==> src/rtl/vote_window_ctrl.sv <==
// Collection-window controller for the root voter.
// Accepts one signature per active core, opens a timeout window on the first
// arrival via an external countdown counter, then votes once all active cores
// have reported or the window has expired, and holds the result until acked.
module vote_window_ctrl #(
  parameter int NCORES   = 4,
  parameter int SIGWIDTH = 32,
  parameter int DWIDTH   = 16
) (
  input  logic                         clk,
  input  logic                         reset,
  input  logic [NCORES-1:0]            active_mask,
  input  logic [DWIDTH-1:0]            timeout_val,
  input  logic [NCORES-1:0]            sig_valid,
  input  logic [NCORES*SIGWIDTH-1:0]   sig_data,
  output logic [NCORES-1:0]            sig_ready,
  output logic [DWIDTH-1:0]            cnt_d,
  output logic                         cnt_load,
  output logic                         cnt_en,
  input  logic                         cnt_expired,
  output logic                         result_valid,
  input  logic                         result_ack,
  output logic                         vote_ok,
  output logic                         timed_out,
  output logic [SIGWIDTH-1:0]          voted_sig,
  output logic [NCORES-1:0]            match_mask,
  output logic [NCORES-1:0]            fault_mask,
  output logic                         busy
);

  // One spare bit so that 2*count never overflows the comparison width.
  localparam int CW = $clog2(NCORES + 1) + 1;

  typedef enum logic [1:0] {IDLE, COLLECT, VOTE, REPORT} state_t;

  state_t                state;
  logic [NCORES-1:0]     act_lat;
  logic [NCORES-1:0]     captured;
  logic [NCORES-1:0]     act;
  logic [NCORES-1:0]     ready;
  logic [NCORES-1:0]     xfer;
  logic [NCORES-1:0]     cap_next;
  logic                  to_pend;
  logic [SIGWIDTH-1:0]   sig_q [NCORES];
  logic [CW-1:0]         n_act;
  logic [NCORES-1:0]     maj_mask;
  logic [SIGWIDTH-1:0]   maj_sig;

  function automatic logic [CW-1:0] popcount(input logic [NCORES-1:0] v);
    logic [CW-1:0] c;
    c = '0;
    for (int i = 0; i < NCORES; i++) c = c + CW'(v[i]);
    return c;
  endfunction

  // Accept window: live mask while idle, latched mask once the window is open.
  always_comb begin
    act   = (state == IDLE) ? active_mask : act_lat;
    ready = '0;
    if (!reset && (state == IDLE || state == COLLECT))
      ready = act & ~captured;
  end

  assign xfer      = ready & sig_valid;
  assign cap_next  = captured | xfer;
  assign sig_ready = ready;
  // Load is issued in the opening cycle so the first COLLECT cycle already
  // sees the preloaded value (a preload of 0 expires immediately).
  assign cnt_load  = (state == IDLE) && (xfer != '0);
  assign cnt_d     = cnt_load ? timeout_val : '0;
  assign cnt_en    = !reset && (state == COLLECT);
  assign busy      = (state != IDLE);

  // Majority vote over captured signatures, judged against the latched core count.
  always_comb begin
    logic [CW-1:0] eq;
    n_act    = popcount(act_lat);
    maj_mask = '0;
    maj_sig  = '0;
    for (int i = 0; i < NCORES; i++) begin
      eq = '0;
      for (int j = 0; j < NCORES; j++)
        if (captured[j] && sig_q[j] == sig_q[i]) eq = eq + 1'b1;
      if (captured[i] && ((eq << 1) > n_act)) begin
        maj_mask[i] = 1'b1;
        maj_sig     = sig_q[i];
      end
    end
  end

  // Signature capture on each accepted transfer; datapath storage, no reset.
  always_ff @(posedge clk) begin
    for (int i = 0; i < NCORES; i++)
      if (xfer[i]) sig_q[i] <= sig_data[i*SIGWIDTH +: SIGWIDTH];
  end

  // Window state machine with registered result outputs.
  always_ff @(posedge clk) begin
    if (reset) begin
      state        <= IDLE;
      act_lat      <= '0;
      captured     <= '0;
      to_pend      <= 1'b0;
      result_valid <= 1'b0;
      vote_ok      <= 1'b0;
      timed_out    <= 1'b0;
      voted_sig    <= '0;
      match_mask   <= '0;
      fault_mask   <= '0;
    end else begin
      case (state)
        IDLE: begin
          if (xfer != '0) begin
            act_lat  <= active_mask;
            captured <= xfer;
            to_pend  <= 1'b0;
            state    <= (xfer == active_mask) ? VOTE : COLLECT;
          end
        end
        COLLECT: begin
          captured <= cap_next;
          // A completing arrival takes precedence over a simultaneous expiry.
          if ((cap_next & act_lat) == act_lat) begin
            to_pend <= 1'b0;
            state   <= VOTE;
          end else if (cnt_expired) begin
            to_pend <= 1'b1;
            state   <= VOTE;
          end
        end
        VOTE: begin
          result_valid <= 1'b1;
          vote_ok      <= (maj_mask != '0);
          timed_out    <= to_pend;
          voted_sig    <= maj_sig;
          match_mask   <= maj_mask;
          fault_mask   <= act_lat & ~maj_mask;
          state        <= REPORT;
        end
        REPORT: begin
          if (result_ack) begin
            result_valid <= 1'b0;
            captured     <= '0;
            state        <= IDLE;
          end
        end
        default: state <= IDLE;
      endcase
    end
  end

endmodule

==> config.mk <==
export PLATFORM = sky130hd
export DESIGN_NAME = vote_window_ctrl
export DESIGN_NICKNAME = d
export VERILOG_FILES = /design/src/rtl/vote_window_ctrl.sv
export SDC_FILE = /design/constraint.sdc
export NUM_CORES = 1
export LEC_CHECK = 0
export ABC_AREA = 1
export CORE_MARGIN = 1
export CORE_UTILIZATION = 25
export CTS_BUF_LIST = sky130_fd_sc_hd__clkbuf_4
export CTS_CLUSTER_SIZE = 8
export DETAILED_ROUTE_END_ITERATION = 12
export GPL_ROUTABILITY_DRIVEN = 0
export PLACE_DENSITY_LB_ADDON = 0.12
export SYNTH_ARGS = -nofsm -noshare
export SYNTH_HDL_FRONTEND = slang
export SYNTH_SLANG_ARGS = --single-unit
==> constraint.sdc <==
create_clock -name clk -period 4 [get_ports clk]
set_input_delay 0.8 -clock clk [delete_from_list [all_inputs] [get_ports clk]]
set_output_delay 0.8 -clock clk [all_outputs]
set_load 0.03 [all_outputs]
* After elaboration in Yosys (flattened, before gate mapping) *
Memories as Yosys holds them, arrays and structs flattened.
Cells that the tools add are included.
Widths: inputs -> output; s select.

storage, ports and cells
  input bits = 156
  memories = 1
  ROM bits = 0
  latch bits = 0
  register bits after elaboration = 54
  bits in writable memories = 128
  word-level logic and storage cells = 140

memories
  name   depth  width  read ports  clocked after memory_dff  wr ports  line  RTL
  sig_q  4      32     4           0                         4         44    logic [SIGWIDTH-1:0] sig_q [NCORES];

operators by class
  div/mod/pow operators = 0
  $lt $le $gt $ge = 4
  $mul = 0
  muxes and demuxes = 50
  shift-type cells = 0
  reduce and logical (&&, ||, !) cells = 33
  $add $sub $neg = 15
  bitwise gates (word level) = 7
  equality and inequality tests = 20

operators by type and width
  operator             number
  $eq 32x32->1         12
  $mux 32              4
  $mux 3               12
  $add 3x1->3 const B  8
  $mux 1               20
  $logic_and 1x1->1    19
  $and 4x4->4          4
  $gt 4x4->1           4
  $mux 16              1
  $mux 4               4
  $pmux 4 s3           1
  $mux 2               5
  $reduce_and 3->1     3
  $add 1x1->2 const B  4
  $eq 4x4->1           2
  $not 4->4            2
  $pmux 2 s4           1
  $reduce_bool 4->1    2
  $reduce_bool 2->1    3
  $add 3x1->4          1
  $eq 2x2->1 const B   2
  $or 4x4->4           1
  $pmux 1 s2           2
  $reduce_and 2->1     2
  other kinds (10)     10

* Depth between registers and ports, before layout *
Gate-level depths: netlist of the first run.

  depth after elaboration = 14
  mapped depth = 28
  gate-level depth less buffers = 26

* Worst setup path after synthesis of the first run *
Ideal clock, no wire load.

  path type = register to register
  start = memory sig_q[0][20]
  end = register voted_sig[20]
  clock period less this slack = 3.612 ns
  slack = 0.388 ns
  stages on the path, launching flop included = 26
  data arrival time = 3.469 ns
  path buffers = 2
  required time = 3.857 ns
  setup time = 0.143 ns
  cell sequence = edfxtp_1 -> buf_2 -> xnor2_1 -> o211ai_1 -> nor4_1 -> nand3_1 -> nor2_1 -> inv_1 -> ha_1 -> xor2_1 -> inv_1 -> ha_1 -> nand2_1 -> nand2_1 -> ha_1 -> nand2_1 -> inv_1 -> o21ai_0 -> nand2_4 -> nand2_4 -> buf_6 -> nand2_1 -> nand2_1 -> nand2_1 -> nand2_1 -> a21oi_2

RTL lines
  element               line  RTL
  from (decl)           44
  to (signal assigned)  135   voted_sig <= maj_sig;
  to (decl)             25    output logic [SIGWIDTH-1:0] voted_sig,

==> results of run 1 <==
## path summary, 6_finish.rpt
| path | cells past startpoint | from | to |
|---|---|---|---|
| hold reg to reg | 2 | fault_mask[0]$_SDFFE_PP0P_ | fault_mask[0]$_SDFFE_PP0P_ |
| setup / recovery | 27 | sig_q[1][31]$_DFFE_PP_ | voted_sig[8]$_SDFFE_PP0P_ |
| hold / removal | 2 | fault_mask[0]$_SDFFE_PP0P_ | fault_mask[0]$_SDFFE_PP0P_ |
| setup reg to reg | 27 | sig_q[1][31]$_DFFE_PP_ | voted_sig[8]$_SDFFE_PP0P_ |
## per-stage QoR
| stage | worst slack [ns] | power [W] | instance area (µm²) | TNS [ns] |
|---|---|---|---|---|
| floorplan | 0.3881 | 0.004303 | 12160 | 0 |
| global placement | -0.1130 | 0.005577 | 15500 | -2.893 |
| detailed placement | -0.1332 | 0.005584 | 15500 | -3.803 |
| CTS | 0.001186 | 0.007049 | 16610 | 0 |
| global route | -0.2008 | 0.007646 | 17500 | -5.436 |
| finish | -0.02713 | 0.007196 | 17500 | -0.05869 |
## Yosys cell counts, drive strengths merged
library cell,instances,area share (%)
clkinv,4,0.12
clkbuf,13,0.41
o21a,1,0.062
a31oi,2,0.10
a22oi,1,0.062
nand3,93,4.0
a31o,1,0.072
mux2,1,0.093
a211oi,2,0.12
xor2,24,1.7
nor2,198,6.4
nand4,23,1.2
o22ai,2,0.10
edfxtp,128,32
ha,28,2.9
dfxtp,54,8.9
inv,222,6.9
a21oi,52,3.0
buf,66,3.5
o221ai,1,0.072
o2111ai,5,0.36
fa,1,0.16
o211ai,1,0.062
nor3,4,0.21
xnor2,110,7.9
nand3b,1,0.062
nand2,530,17
or2,6,0.31
and2,3,0.15
a221oi,2,0.14
nor4,3,0.15
o21ai,61,2.5
## cell usage in the layout (no fill, tap or decap), types with 36 or more instances in the layout
| cell type | synthesis | layout |
|---|---|---|
| clkdlybuf4s50_1 | 0 | 203 |
| buf_4 | 9 | 143 |
| dfxtp_1 | 54 | 52 |
| nor2_1 | 192 | 136 |
| inv_2 | 29 | 36 |
| inv_1 | 193 | 182 |
| nand2_1 | 521 | 490 |
| xnor2_1 | 110 | 98 |
| edfxtp_1 | 128 | 128 |
| nand3_1 | 90 | 87 |
## kinds of logic (layout without fill, tap and decap cells)
family                     Yosys count  after routing  synth area share [%]
muxes                                1              1               0.09257
xor gates and xnor gates           134            134                 9.648
DFF                                182            182                 40.49
AOI/OAI and AO/OA                  131            131                 6.645
and+or+nand+nor                    861            861                 29.18
adders and majority gates           29             29                 3.045
buffers and inverters              305            647                 10.90
other                                0              1                     0
## flip-flops by register name, indices dropped and copies added, names as in the netlist
signal	count
voted_sig	32
timed_out	1
state	2
to_pend	1
act_lat	4
result_valid	1
match_mask	4
sig_q	128
fault_mask	4
vote_ok	1
captured	4
## worst register-to-register path: cells and delay by family, from the launching register on
family / cells / cell delay [ns]
adder cells (fa/ha/maj): 3 / 0.79
buffers and inverters: 7 / 0.85
multiplexers: 1 / 0.28
AO/OA/AOI/OAI: 2 / 0.11
flip-flops: 1 / 0.46
XOR/XNOR: 2 / 0.30
AND/OR/NAND/NOR: 12 / 1.07
## cell type report
cell class | count | area share (%)
clock buffer | 19 | 0.8150
antenna | 1 | 0.01430
multi-input combinational | 1156 | 38.34
tap | 615 | 4.397
inverter | 226 | 4.919
sequential | 182 | 28.17
timing repair inverter | 2 | 0.08579
timing repair buffer | 387 | 22.43
clock inverter | 13 | 0.8293
## routing by layer
layer  global-route usage, %  share of wire [%]  wire length (µm)
met3                   3.650                5.1              2559
met1                   25.86                 45             22500
met5                       0              0.018                 9
met2                   32.13                 47             23250
met4                   7.297                3.0              1469
## power groups by stage
stage	Clock [W]	Combinational, W	Sequential, W
floorplan	0	0.00174	0.00256
CTS	0.00119	0.00324	0.00261
detailed placement	0	0.00293	0.00266
global placement	0	0.00292	0.00266
finish	0.00112	0.00346	0.00262
global route	0.00124	0.00375	0.00265
## repair_timing
item | in CTS | in global routing
gates cloned | 10 | 9
setup endpoints to repair | 53 | 57
pin swaps | 24 | 69
buffers inserted | 34 | 21
gates resized for setup | 72 | 185
hold endpoints to repair | 0 | 0
==> Flow_metrics.wiki, run 1 <==
{| class="wikitable"
! Metric !! Value
|-
| Yosys reg bits || 182
|-
| Final worst clock skew || 0.03602 ns
|-
| Delay of the slowest cell on the worst path || 0.46 ns
|-
| Clock-pin slew reported for the worst setup and hold paths after clock tree synthesis || 0.17 ns
|-
| Cell class contributing the biggest share of worst-path delay || simple AND/OR/NAND/NOR gates
|-
| Overall track demand over capacity in global routing || 19.71%
|-
| Hold Vio Cnt, Final || 0
|-
| RSZ-0062 raised after global routing || true
|-
| Area of the multi-input gates || 6710 µm²
|-
| # setup viols final || 4
|-
| Max frequency || 0.2483 GHz
|-
| Number of cells in the finished layout apart from fillers || 2601
|-
| Detailed-route wire length || 49790 µm
|-
| Leakage power figure || 7.349 nW
|-
| Routed length per instance || 19.14 µm
|-
| Hold slack || 0.4792 ns
|-
| Data required time at the worst endpoint || 4.51 ns
|-
| Half-perimeter wire length of the detailed placement result || 34060 µm
|-
| Synth-to-layout area growth || 43.87%
|-
| Quantity of hold-fixing buffers added after cts || 0
|-
| Inserted Clock Buffers || 17
|-
| DR vias || 11569
|-
| Die height || 222.6 µm
|-
| Worst slew pin tran || 1.013 ns
|-
| Type of origin of the critical path || flop
|-
| Fraction of the core area covered by cells at the end of the flow || 36.58%
|-
| Antenna violations before repair || 2
|-
| Antenna-violating nets left || 0
|-
| Cell Count Post-Placement || 2499
|-
| H-Tree Level Count || 4
|-
| CP Capture Type || flop
|-
| Clk Latency, worst-skew pair || 0.68 ns
|-
| Die footprint || 49540 µm²
|-
| Portion of total power attributed to sequential cells || 36.4%
|-
| Std-Cell Rows || 80
|-
| First-pass GRT wire length || 71570 µm
|-
| Effective utilization at floorplan || 25.42%
|-
| Most numerous cell on the critical path || nor2_1
|-
| WS Path Type || reg -> reg
|-
| Top-level port count || 222
|-
| Proportion of power drawn by combinational gates || 48.1%
|-
| Flop2flop setup slack || -0.03 ns
|-
| Max Cap Violations || 0
|-
| Number of DRC markers in iteration 0 || 588
|-
| GR Overflow Total || 0
|-
| Fraction of power consumed by the clock network || 15.6%
|-
| Port bufs || 221
|-
| Post-synthesis net count || 1828
|-
| Buffers from clock root to sink, at most || 2
|-
| Remaining routing DRC violations || 0
|-
| Average vias per placed instance || 4.448
|-
| Switching power summed over all nets || 0.003110 W
|-
| Worst vdd ir || 0.1553 mV
|-
| Final critical-path share of the clock period || 100.7%
|-
| TritonCTS clock tree || built
|-
| Share of the yosys chip area belonging to registers || 40.49%
|-
| Fin crit period || 4.027 ns
|-
| Pre-antenna DRT Iters || 6
|-
| Worst setup margin || -0.02713 ns
|-
| Clock Tree Root || clkbuf_4
|-
| Highest-delay cell along the critical path || edfxtp_1
|-
| Number of buffer and inverter instances along the worst setup path || 7
|-
| Total of fill cells in the finished design || 4975
|-
| Biggest fanout along the worst timing path || 5
|-
| Max-Slew Margin vs Limit || 32.35%
|-
| Number of global-route vias before repair || 11354
|-
| Warnings, synthesis || 0
|-
| Number of max-slew violations in the final report || 0
|-
| Die extent in x || 222.6 µm
|-
| HP Class || reg -> reg
|-
| Unique cell type count in the Yosys netlist || 48
|-
| Largest net degree at the start of global routing || 47
|-
| Internal power component || 0.004086 W
|-
| Ratio of cells with drive above 1 in the final layout || 22.47%
|-
| Cells after Synth || 1643
|-
| Arrival time of data at the critical path endpoint || 4.54 ns
|-
| Avg Synthesized Cell Area || 7.404 µm²
|-
| Switching share of power || 43.22%
|-
| Sequential cell area || 4930 µm²
|-
| Fin nets || 2157
|-
| Number of sinks handled by clock tree synthesis || 182
|-
| Ratio of total power to cell area || 411.2 nW/µm²
|-
| Cell Area, Synth || 12160 µm²
|-
| Violations in the final reports || setup timing
|-
| Core Area || 47850 µm²
|-
| Run status || finished with violations
|}
Note: power is estimated with default switching activity, not from simulation.
==> inputs of run 2 (changes only) <==
- CORE_UTILIZATION: 25 -> 55
==> run 2 against run 1 <==
  * The flow now finishes without violations
  * Count of clock-buffer cells in the layout fell by 2
  * Final cell count shrank 15%
  * Register-to-register slack improved by 0.04 ns
  * Utilization rose by 38 points
  * Clock power about the same
  * Sequential share of layout area grew 2.3 points
  * Non-clock buffer count down 61
  * Maximum frequency rose by 1.1%
  * Via count increased by 5.3%
  * Flip-flop and latch count is the same
  * Clock skew up 0.0037 ns
==> Flow_metrics.wiki, run 2 (synthesis results as in run 1) <==
{| class="wikitable"
! Metric !! Value
|-
| DR vias || 12185
|-
| Number of sinks handled by clock tree synthesis || 182
|-
| HP Class || reg -> reg
|-
| Met1 capacity usage during global routing || 42.11%
|-
| Hold Vio Cnt, Final || 0
|-
| Inserted Clock Buffers || 17
|-
| Final worst clock skew || 0.03968 ns
|-
| Number of max-slew violations in the final report || 0
|-
| Worst slew pin tran || 0.7913 ns
|-
| Area of the multi-input gates || 6457 µm²
|-
| Clk Latency, worst-skew pair || 0.64 ns
|-
| Detailed-route wire length || 39670 µm
|-
| Highest-utilization routing layer at the global route stage || met2
|-
| Std-Cell Rows || 54
|-
| Fraction of the core area covered by cells at the end of the flow || 74.42%
|-
| Most common cell after layout, fill and taps aside || nand2_1
|-
| Effective utilization at floorplan || 55.91%
|-
| Max-Slew Margin vs Limit || 47.17%
|-
| Max Cap Violations || 0
|-
| Largest net degree at the start of global routing || 47
|-
| Clock Tree Root || clkbuf_4
|-
| Top-level port count || 222
|-
| Fin nets || 2096
|-
| Port bufs || 221
|-
| Leakage power figure || 6.961 nW
|-
| Cell Count Post-Placement || 2110
|-
| Ratio of total power to cell area || 424.9 nW/µm²
|-
| Die extent in x || 150.7 µm
|-
| Cell area after placement || 14650 µm²
|-
| Biggest regs || sig_q x128, voted_sig x32
|-
| Max frequency || 0.2511 GHz
|-
| Global routing met2 resource utilization || 53.20%
|-
| Overall track demand over capacity in global routing || 32.37%
|-
| Routed length per instance || 17.99 µm
|-
| Grt met3 use || 5.152%
|-
| Number of cells in the finished layout apart from fillers || 2205
|-
| Pre-antenna DRT Iters || 10
|-
| Flop2flop setup slack || 0.02 ns
|-
| Die height || 150.7 µm
|-
| Launching point of the worst reg2reg path || sig_q[1][7]$_DFFE_PP_
|-
| Register bank with the most flops || sig_q
|-
| Worst vdd ir || 0.2799 mV
|-
| Half-perimeter wire length of the detailed placement result || 26340 µm
|-
| Final critical-path share of the clock period || 99.57%
|-
| Type of origin of the critical path || flop
|-
| H-Tree Level Count || 4
|-
| Hold slack || 0.4846 ns
|-
| Ratio of cells with drive above 1 in the final layout || 18.19%
|-
| Antenna-violating nets left || 0
|-
| Data required time at the worst endpoint || 4.59 ns
|-
| Fin crit period || 3.983 ns
|-
| Die footprint || 22720 µm²
|-
| Antenna violations before repair || 1
|-
| Design Area, Final || 16190 µm²
|-
| Average vias per placed instance || 5.526
|-
| WS Path Type || reg -> reg
|-
| Biggest fanout along the worst timing path || 13
|-
| Synth-to-layout area growth || 33.11%
|-
| RSZ-0062 raised after global routing || true
|-
| Most frequent cells in the layout || 465 x nand2_1, 203 x clkdlybuf4s50_1, 183 x inv_1
|-
| First-pass GRT wire length || 55490 µm
|-
| Timing endpoint of the critical path || voted_sig[10]$_SDFFE_PP0P_
|-
| TritonCTS clock tree || built
|-
| Arrival time of data at the critical path endpoint || 4.57 ns
|-
| Sequential cell area || 4930 µm²
|-
| Core Area || 21760 µm²
|-
| Worst R2R End || voted_sig[10]$_SDFFE_PP0P_
|-
| CP Capture Type || flop
|-
| Number of flip-flops in the largest register || 128
|-
| Number of DRC markers in iteration 0 || 1318
|-
| Setup TNS || 0 ns
|-
| Remaining routing DRC violations || 0
|-
| Clock-pin slew reported for the worst setup and hold paths after clock tree synthesis || 0.20 ns
|-
| Setup crit start || sig_q[1][7]$_DFFE_PP_
|-
| Buffers from clock root to sink, at most || 2
|-
| Number of global-route vias before repair || 10849
|-
| GR Overflow Total || 0
|-
| Run status || completed
|-
| Quantity of hold-fixing buffers added after cts || 0
|-
| Number of cells traversed by the worst register-to-register path || 23
|-
| # setup viols final || 0
|-
| Total of fill cells in the finished design || 1638
|}
run 2: cell type report:
class	count	area share, %
tap	280	2.164
sequential	182	30.45
inverter	226	5.278
multi-input combinational	1156	39.88
antenna	1	0.01545
timing repair buffer	326	20.21
clock buffer	17	0.7882
clock inverter	15	1.128
timing repair inverter	2	0.09273
run 2: worst min path at each step:
stage | start | endpoint | slack, ns | cells past startpoint
after floorplan | to_pend$_SDFFE_PP0P_ | to_pend$_SDFFE_PP0P_ | 0.44 | 2
after global placement | to_pend$_SDFFE_PP0P_ | to_pend$_SDFFE_PP0P_ | 0.46 | 2
after detailed placement | to_pend$_SDFFE_PP0P_ | to_pend$_SDFFE_PP0P_ | 0.46 | 2
after CTS | to_pend$_SDFFE_PP0P_ | to_pend$_SDFFE_PP0P_ | 0.48 | 2
after global routing | fault_mask[1]$_SDFFE_PP0P_ | fault_mask[1]$_SDFFE_PP0P_ | 0.51 | 2
final | fault_mask[1]$_SDFFE_PP0P_ | fault_mask[1]$_SDFFE_PP0P_ | 0.48 | 2
run 2: through the flow:
stage | power, W | setup WS, ns
after CTS | 0.006410 | -0.005405
after global routing | 0.007203 | -0.1653
after floorplan | 0.004303 | 0.3881
final | 0.006881 | 0.01725
after global placement | 0.005245 | 0.1294
after detailed placement | 0.005303 | 0.02705
run 2: worst max-delay path, cell delays in order, from the launching register on:
cell	delay (ns)
edfxtp_1	0.53
buf_4	0.20
xnor2_2	0.14
nand2_1	0.08
nor2_1	0.15
nand2_2	0.10
nor2_4	0.13
nand2_1	0.09
nor2_1	0.14
ha_1	0.29
xor2_2	0.17
inv_1	0.06
ha_1	0.27
nand2_1	0.07
nand2_1	0.05
ha_1	0.29
a21oi_1	0.06
a31o_2	0.21
nand2_1	0.11
nand3_2	0.11
buf_6	0.20
o21ai_0	0.24
inv_1	0.09
a21oi_2	0.14
run 2: metal layers:
layer  vias up  wire [µm]
met5         -          0
met2       837      18080
met3       167       4334
met4         0       1884
li1       5667          -
met1      5514      15370
run 2: report_power, final:
group | internal [W] | switching (W) | leakage, nW | total, W
clock network | 0.000297 | 0.000794 | 0.163 | 0.00109
registers | 0.00230 | 0.000313 | 1.60 | 0.00261
logic | 0.00127 | 0.00191 | 5.20 | 0.00318
total | 0.00386 | 0.00302 | 6.96 | 0.00688
run 2: what timing repair did:
item / CTS / global route
pin swaps: 0 / 42
gates cloned: 2 / 12
gates resized for setup: 5 / 154
setup buffers: 8 / 41
endpoints found under the setup margin: 27 / 56
